`src/rtl/hilo_acc_unit.sv`:
```
// ============================================================================
// hilo_acc_unit
//
// HI/LO register pair with a multi-cycle multiply-accumulate datapath. The
// 2*DATA_W accumulator is held as {HI, LO}. It supports half-selective load,
// accumulate-add (MADD), accumulate-subtract (MSUB) and clear. Accumulate ops
// are captured at acceptance and commit LAT edges later. Busy is high for the
// whole of that window, so the pipeline controller can stall mfhi/mflo and any
// new HI/LO op until the result has landed.
//
// Parameters
//   DATA_W : width of HI and of LO (accumulator is 2*DATA_W)
//   LAT    : edges from acceptance to commit, legal range 1..4
//
// Compile-time option
//   SATURATE_EN : when defined, MADD/MSUB are signed and saturating, and
//                 Overflow is a sticky flag. When undefined, MADD/MSUB wrap
//                 modulo 2^(2*DATA_W) and Overflow is tied to 0.
//
// Ports
//   Clk        in   system clock, rising edge
//   Rst        in   asynchronous reset, active-high
//   InValid    in   op request strobe, accepted when Busy=0
//   Op         in   0 NOP, 1 LOAD, 2 MADD, 3 MSUB, 4 CLEAR, 5-7 NOP
//   WriteEnH   in   LOAD: write HI
//   WriteEnL   in   LOAD: write LO
//   WriteData  in   LOAD source / MADD-MSUB operand (2*DATA_W)
//   Busy       out  accumulate in flight, requests are dropped while high
//   ReadDataH  out  committed HI
//   ReadDataL  out  committed LO
//   Overflow   out  sticky saturation flag
//   debugHi    out  mirror of HI
//   debugLo    out  mirror of LO
//
// State table (single pipeline slot)
//   state   | meaning
//   S_IDLE  | no accumulate in flight, requests are accepted
//   S_PEND  | accumulate captured, cnt_q counts down to the commit edge
// ============================================================================
module hilo_acc_unit #(
    parameter int DATA_W = 32,
    parameter int LAT    = 2
) (
    input  logic                  Clk,
    input  logic                  Rst,
    input  logic                  InValid,
    input  logic [2:0]            Op,
    input  logic                  WriteEnH,
    input  logic                  WriteEnL,
    input  logic [2*DATA_W-1:0]   WriteData,
    output logic                  Busy,
    output logic [DATA_W-1:0]     ReadDataH,
    output logic [DATA_W-1:0]     ReadDataL,
    output logic                  Overflow,
    output logic [DATA_W-1:0]     debugHi,
    output logic [DATA_W-1:0]     debugLo
);

    localparam int ACC_W = 2 * DATA_W;
    // LAT is at most 4, so the countdown never exceeds 3.
    localparam int CNT_W = 2;

    localparam logic [2:0] OP_NOP   = 3'd0;
    localparam logic [2:0] OP_LOAD  = 3'd1;
    localparam logic [2:0] OP_MADD  = 3'd2;
    localparam logic [2:0] OP_MSUB  = 3'd3;
    localparam logic [2:0] OP_CLEAR = 3'd4;

    typedef enum logic [0:0] {
        S_IDLE = 1'b0,
        S_PEND = 1'b1
    } state_t;

    state_t              state_q;
    logic [CNT_W-1:0]    cnt_q;
    logic [ACC_W-1:0]    acc_q;
    logic [ACC_W-1:0]    opnd_q;
    logic                sub_q;
    logic                busy_q;
    logic [ACC_W-1:0]    acc_commit_d;

`ifdef SATURATE_EN
    localparam logic [ACC_W-1:0] SAT_MAX = {1'b0, {(ACC_W-1){1'b1}}};
    localparam logic [ACC_W-1:0] SAT_MIN = {1'b1, {(ACC_W-1){1'b0}}};

    logic [ACC_W:0]      res_ext;
    logic                sat_ovf_d;
    logic                ovf_q;

    // One guard bit of sign extension: the signed result is out of range
    // exactly when the guard bit and the accumulator MSB disagree, and the
    // guard bit then gives the true sign for choosing the clamp value.
    always_comb begin
        res_ext      = '0;
        sat_ovf_d    = 1'b0;
        acc_commit_d = '0;
        if (sub_q) begin
            res_ext = {acc_q[ACC_W-1], acc_q} - {opnd_q[ACC_W-1], opnd_q};
        end else begin
            res_ext = {acc_q[ACC_W-1], acc_q} + {opnd_q[ACC_W-1], opnd_q};
        end
        sat_ovf_d    = res_ext[ACC_W] ^ res_ext[ACC_W-1];
        acc_commit_d = res_ext[ACC_W-1:0];
        if (sat_ovf_d) begin
            acc_commit_d = res_ext[ACC_W] ? SAT_MIN : SAT_MAX;
        end
    end

    assign Overflow = ovf_q;
`else
    always_comb begin
        acc_commit_d = '0;
        if (sub_q) begin
            acc_commit_d = acc_q - opnd_q;
        end else begin
            acc_commit_d = acc_q + opnd_q;
        end
    end

    assign Overflow = 1'b0;
`endif

    // Acceptance only happens in S_IDLE, which is exactly Busy=0; the commit
    // edge leaves S_PEND, so a commit and an acceptance can never share an edge.
    always_ff @(posedge Clk or posedge Rst) begin
        if (Rst) begin
            state_q <= S_IDLE;
            cnt_q   <= '0;
            acc_q   <= '0;
            opnd_q  <= '0;
            sub_q   <= 1'b0;
            busy_q  <= 1'b0;
`ifdef SATURATE_EN
            ovf_q   <= 1'b0;
`endif
        end else begin
            case (state_q)
                S_IDLE: begin
                    if (InValid) begin
                        case (Op)
                            OP_LOAD: begin
                                if (WriteEnH) begin
                                    acc_q[ACC_W-1:DATA_W] <= WriteData[ACC_W-1:DATA_W];
                                end
                                if (WriteEnL) begin
                                    acc_q[DATA_W-1:0] <= WriteData[DATA_W-1:0];
                                end
                            end
                            OP_CLEAR: begin
                                acc_q <= '0;
`ifdef SATURATE_EN
                                ovf_q <= 1'b0;
`endif
                            end
                            OP_MADD, OP_MSUB: begin
                                opnd_q  <= WriteData;
                                sub_q   <= (Op == OP_MSUB);
                                cnt_q   <= CNT_W'(LAT - 1);
                                busy_q  <= 1'b1;
                                state_q <= S_PEND;
                            end
                            default: begin
                                // NOP and 5-7: accepted, no effect
                            end
                        endcase
                    end
                end
                S_PEND: begin
                    if (cnt_q == '0) begin
                        acc_q   <= acc_commit_d;
`ifdef SATURATE_EN
                        ovf_q   <= ovf_q | sat_ovf_d;
`endif
                        busy_q  <= 1'b0;
                        state_q <= S_IDLE;
                    end else begin
                        cnt_q <= cnt_q - CNT_W'(1);
                    end
                end
                default: begin
                    state_q <= S_IDLE;
                    busy_q  <= 1'b0;
                end
            endcase
        end
    end

    assign Busy      = busy_q;
    assign ReadDataH = acc_q[ACC_W-1:DATA_W];
    assign ReadDataL = acc_q[DATA_W-1:0];
    assign debugHi   = acc_q[ACC_W-1:DATA_W];
    assign debugLo   = acc_q[DATA_W-1:0];

endmodule

```
`config.mk`:
```
export PLATFORM = sky130hd
export DESIGN_NAME = hilo_acc_unit
export DESIGN_NICKNAME = d
export VERILOG_FILES = /design/src/rtl/hilo_acc_unit.sv
export SDC_FILE = /design/constraint.sdc
export NUM_CORES = 1
export LEC_CHECK = 0
export BUFFER_PORTS_ARGS = -buffer_cell sky130_fd_sc_hd__buf_2
export CORE_MARGIN = 2
export CORE_UTILIZATION = 50
export CTS_CLUSTER_DIAMETER = 120
export CTS_CLUSTER_SIZE = 20
export DETAILED_ROUTE_END_ITERATION = 6
export HOLD_SLACK_MARGIN = 0.06
export PLACE_DENSITY = 0.84
export SYNTH_ARGS = -nofsm -noshare
export SYNTH_HDL_FRONTEND = slang
export SYNTH_SLANG_ARGS = --single-unit
```
`constraint.sdc`:
```
create_clock -name Clk -period 12.8 [get_ports Clk]
set_clock_uncertainty 0.15 [all_clocks]
set_input_delay 2.56 -clock Clk [delete_from_list [all_inputs] [get_ports Clk]]
set_output_delay 2.56 -clock Clk [all_outputs]
set_load 0.1 [all_outputs]
```
==> out/metrics.yaml <==
clk_latency_ps: 440
drtIter0Drc: 985
cts_inserted_buffers: 17
layout-drive-gt1-share_pct: 22.24
crit_fanout: 7
synth.distinct_cells: 73
syn-num-nets: 1465
most-common-layout-cells: "buf_2, nor2_1, a21oi_1"
synth_top_area_share_pct: 30.04
die_h_microns: 152.9
final_hold_viol_count: 0
cap_violations: 0
io_pins: 202
synth_seq_area_share_pct: 30.04
place_congestion: 0.9850
fmax_mhz: 154.7
synth_area_sq_mm: 0.01108
hp-class: "reg -> reg"
core_area_sq_mm: 0.02176
dpl.hpwl_microns: 24310
first_pass_iters: 5
ys.flop_type: "dfrtp_1"
fin_ws_ps: 6335
synth.area.top_cells: "dfrtp_1, xnor2_1, ha_1, a21oi_1, nor2_1"
start_util_pct: 50.92
synth_edf_count: 0
r2r_cells: 19
antenna_found_initial: 1
path_class: "reg -> reg"
h-tree-depth: 4
ant_nets: 0
fill_cells: 1983
synthCells: 1327
drc_errors: 0
start_kind: "flip-flop"
antenna_cells: 0
area_growth_pct: 12.20
post-place-ws_ps: 6499
cts_sinks: 133
nets: 1555
rsz0062_at_grt: "false"
clock_path_buffers: 2
hold_depth: 2
die_w_microns: 152.9
grt_pass1_wl_microns: 52430
slew_viol_final: 0
finalWirelength_microns: 33090
hold_ws_ps: 343.4
dieArea_sq_mm: 0.02336
final_common_cell: "buf_2"
cts_resized: 0
io_buffer_count: 200
slew_headroom_pct: 32.88
postCtsSetupBuffers: 0
grt_pass1_vias: 9989
grt_usage_pct: 27.68
holdBufCountCts: 0
detail_route.wl_per_cell_microns: 19.35
worstSetupEndpointType: "flip-flop"
vias_per_cell: 6.151
worstPathRequired_ps: 12980
tightest_slew_ps: 1007
core.rowCount: 54
clk_pin_slew_worst_paths_ps: 60
yosys_warnings: 0
cts_tree: "yes"
vias: 10519
cts_root_buf: "clkbuf_16"
grt-ovfl-total: 0
outcome: "finished, final reports clean"
setup_viol: 0
synth_seq_cells: 133
fin_crit_ps: 6465
period_share_pct: 50.51
worst_ep_arrival_time_ps: 6650
syn-mean-instance-area_sq_um: 8.348
fin_setup_tns_ps: 0
final_util_pct: 57.13
async_flop_share_pct: 100.0
grt_max_degree: 80
yosys.area.top_type: "dfrtp_1"
## flip-flops by register name, indices dropped and copies added, names as in the netlist
signal   count
opnd_q      64
sub_q        1
cnt_q        2
Busy         1
acc_q       64
state_q      1
## metal layers
layer  wire, microns  global-route usage, %
met3            2501                  5.671
met2           15430                  44.31
met5              13                      0
met4            1011                  11.42
met1           14130                  36.67
## metrics by stage
stage          instances  area, sq um
2_1_floorplan       1327        11080
3_3_place_gp        1678        11780
3_5_place_dp        1678        11780
4_1_cts             1710        12430
5_1_grt             1710        12430
6_report            1710        12430
## final cells by class
cell class	count	area, sq um	area share (%)
Clock inverter	9	172.7	1.389
Clock buffer	23	478.0	3.845
Tap cell	280	350.3	2.819
Sequential cell	133	3331	26.80
Timing Repair Buffer	210	1076	8.657
Inverter	33	128.9	1.037
Multi-Input combinational cell	1022	6893	55.46
## cell usage after synthesis (13+ instances only)
cell type and count:
mux2_2 54, ha_1 65, nand3_1 13, o21ai_0 71, nand2_1 88, a21oi_1 142
dfrtp_1 133, clkbuf_1 64, a221oi_1 40, xnor2_1 97, nand4_1 24, a31oi_1 18
buf_4 65, a21o_1 35, xor2_1 23, nor3_1 26, nor2_1 170, and3_1 13
inv_1 33
## logic make-up after synthesis
group | after synthesis | share of synthesized area, %
buf+inv | 172 | 8.030
simple gates | 398 | 17.40
xor+xnor | 121 | 9.634
flops | 133 | 30.04
fa+ha+maj | 66 | 7.522
mux | 59 | 5.941
compound gates | 377 | 21.39
other cells | 1 | 0.03385
## final timing paths
kind / from / to / slack (ps)
min reg2reg: Busy / Busy / 340
max in group asynchronous: Rst / sub_q / 9070
max: opnd_q[2] / acc_q[55] / 6330
max reg2reg: opnd_q[2] / acc_q[55] / 6330
min: Busy / Busy / 340
min in group asynchronous: Rst / acc_q[59] / 2020
## worst max-delay path, cell delays in order (launching register included)
cell	delay, ps
dfrtp_1	430
or4_4	580
or3_4	370
or4_4	500
nor4_4	350
nand2_1	270
nor2_1	320
a21oi_1	130
xnor2_1	160
ha_1	380
a21oi_1	260
o21ai_0	130
a21oi_1	290
nor4bb_1	440
o21a_1	310
a31oi_2	190
a31oi_1	480
o31ai_2	180
xnor2_1	160
a221oi_1	250
Power is not shown: default switching activity piles up to over one toggle a cycle in this logic, so the estimate is an artifact.
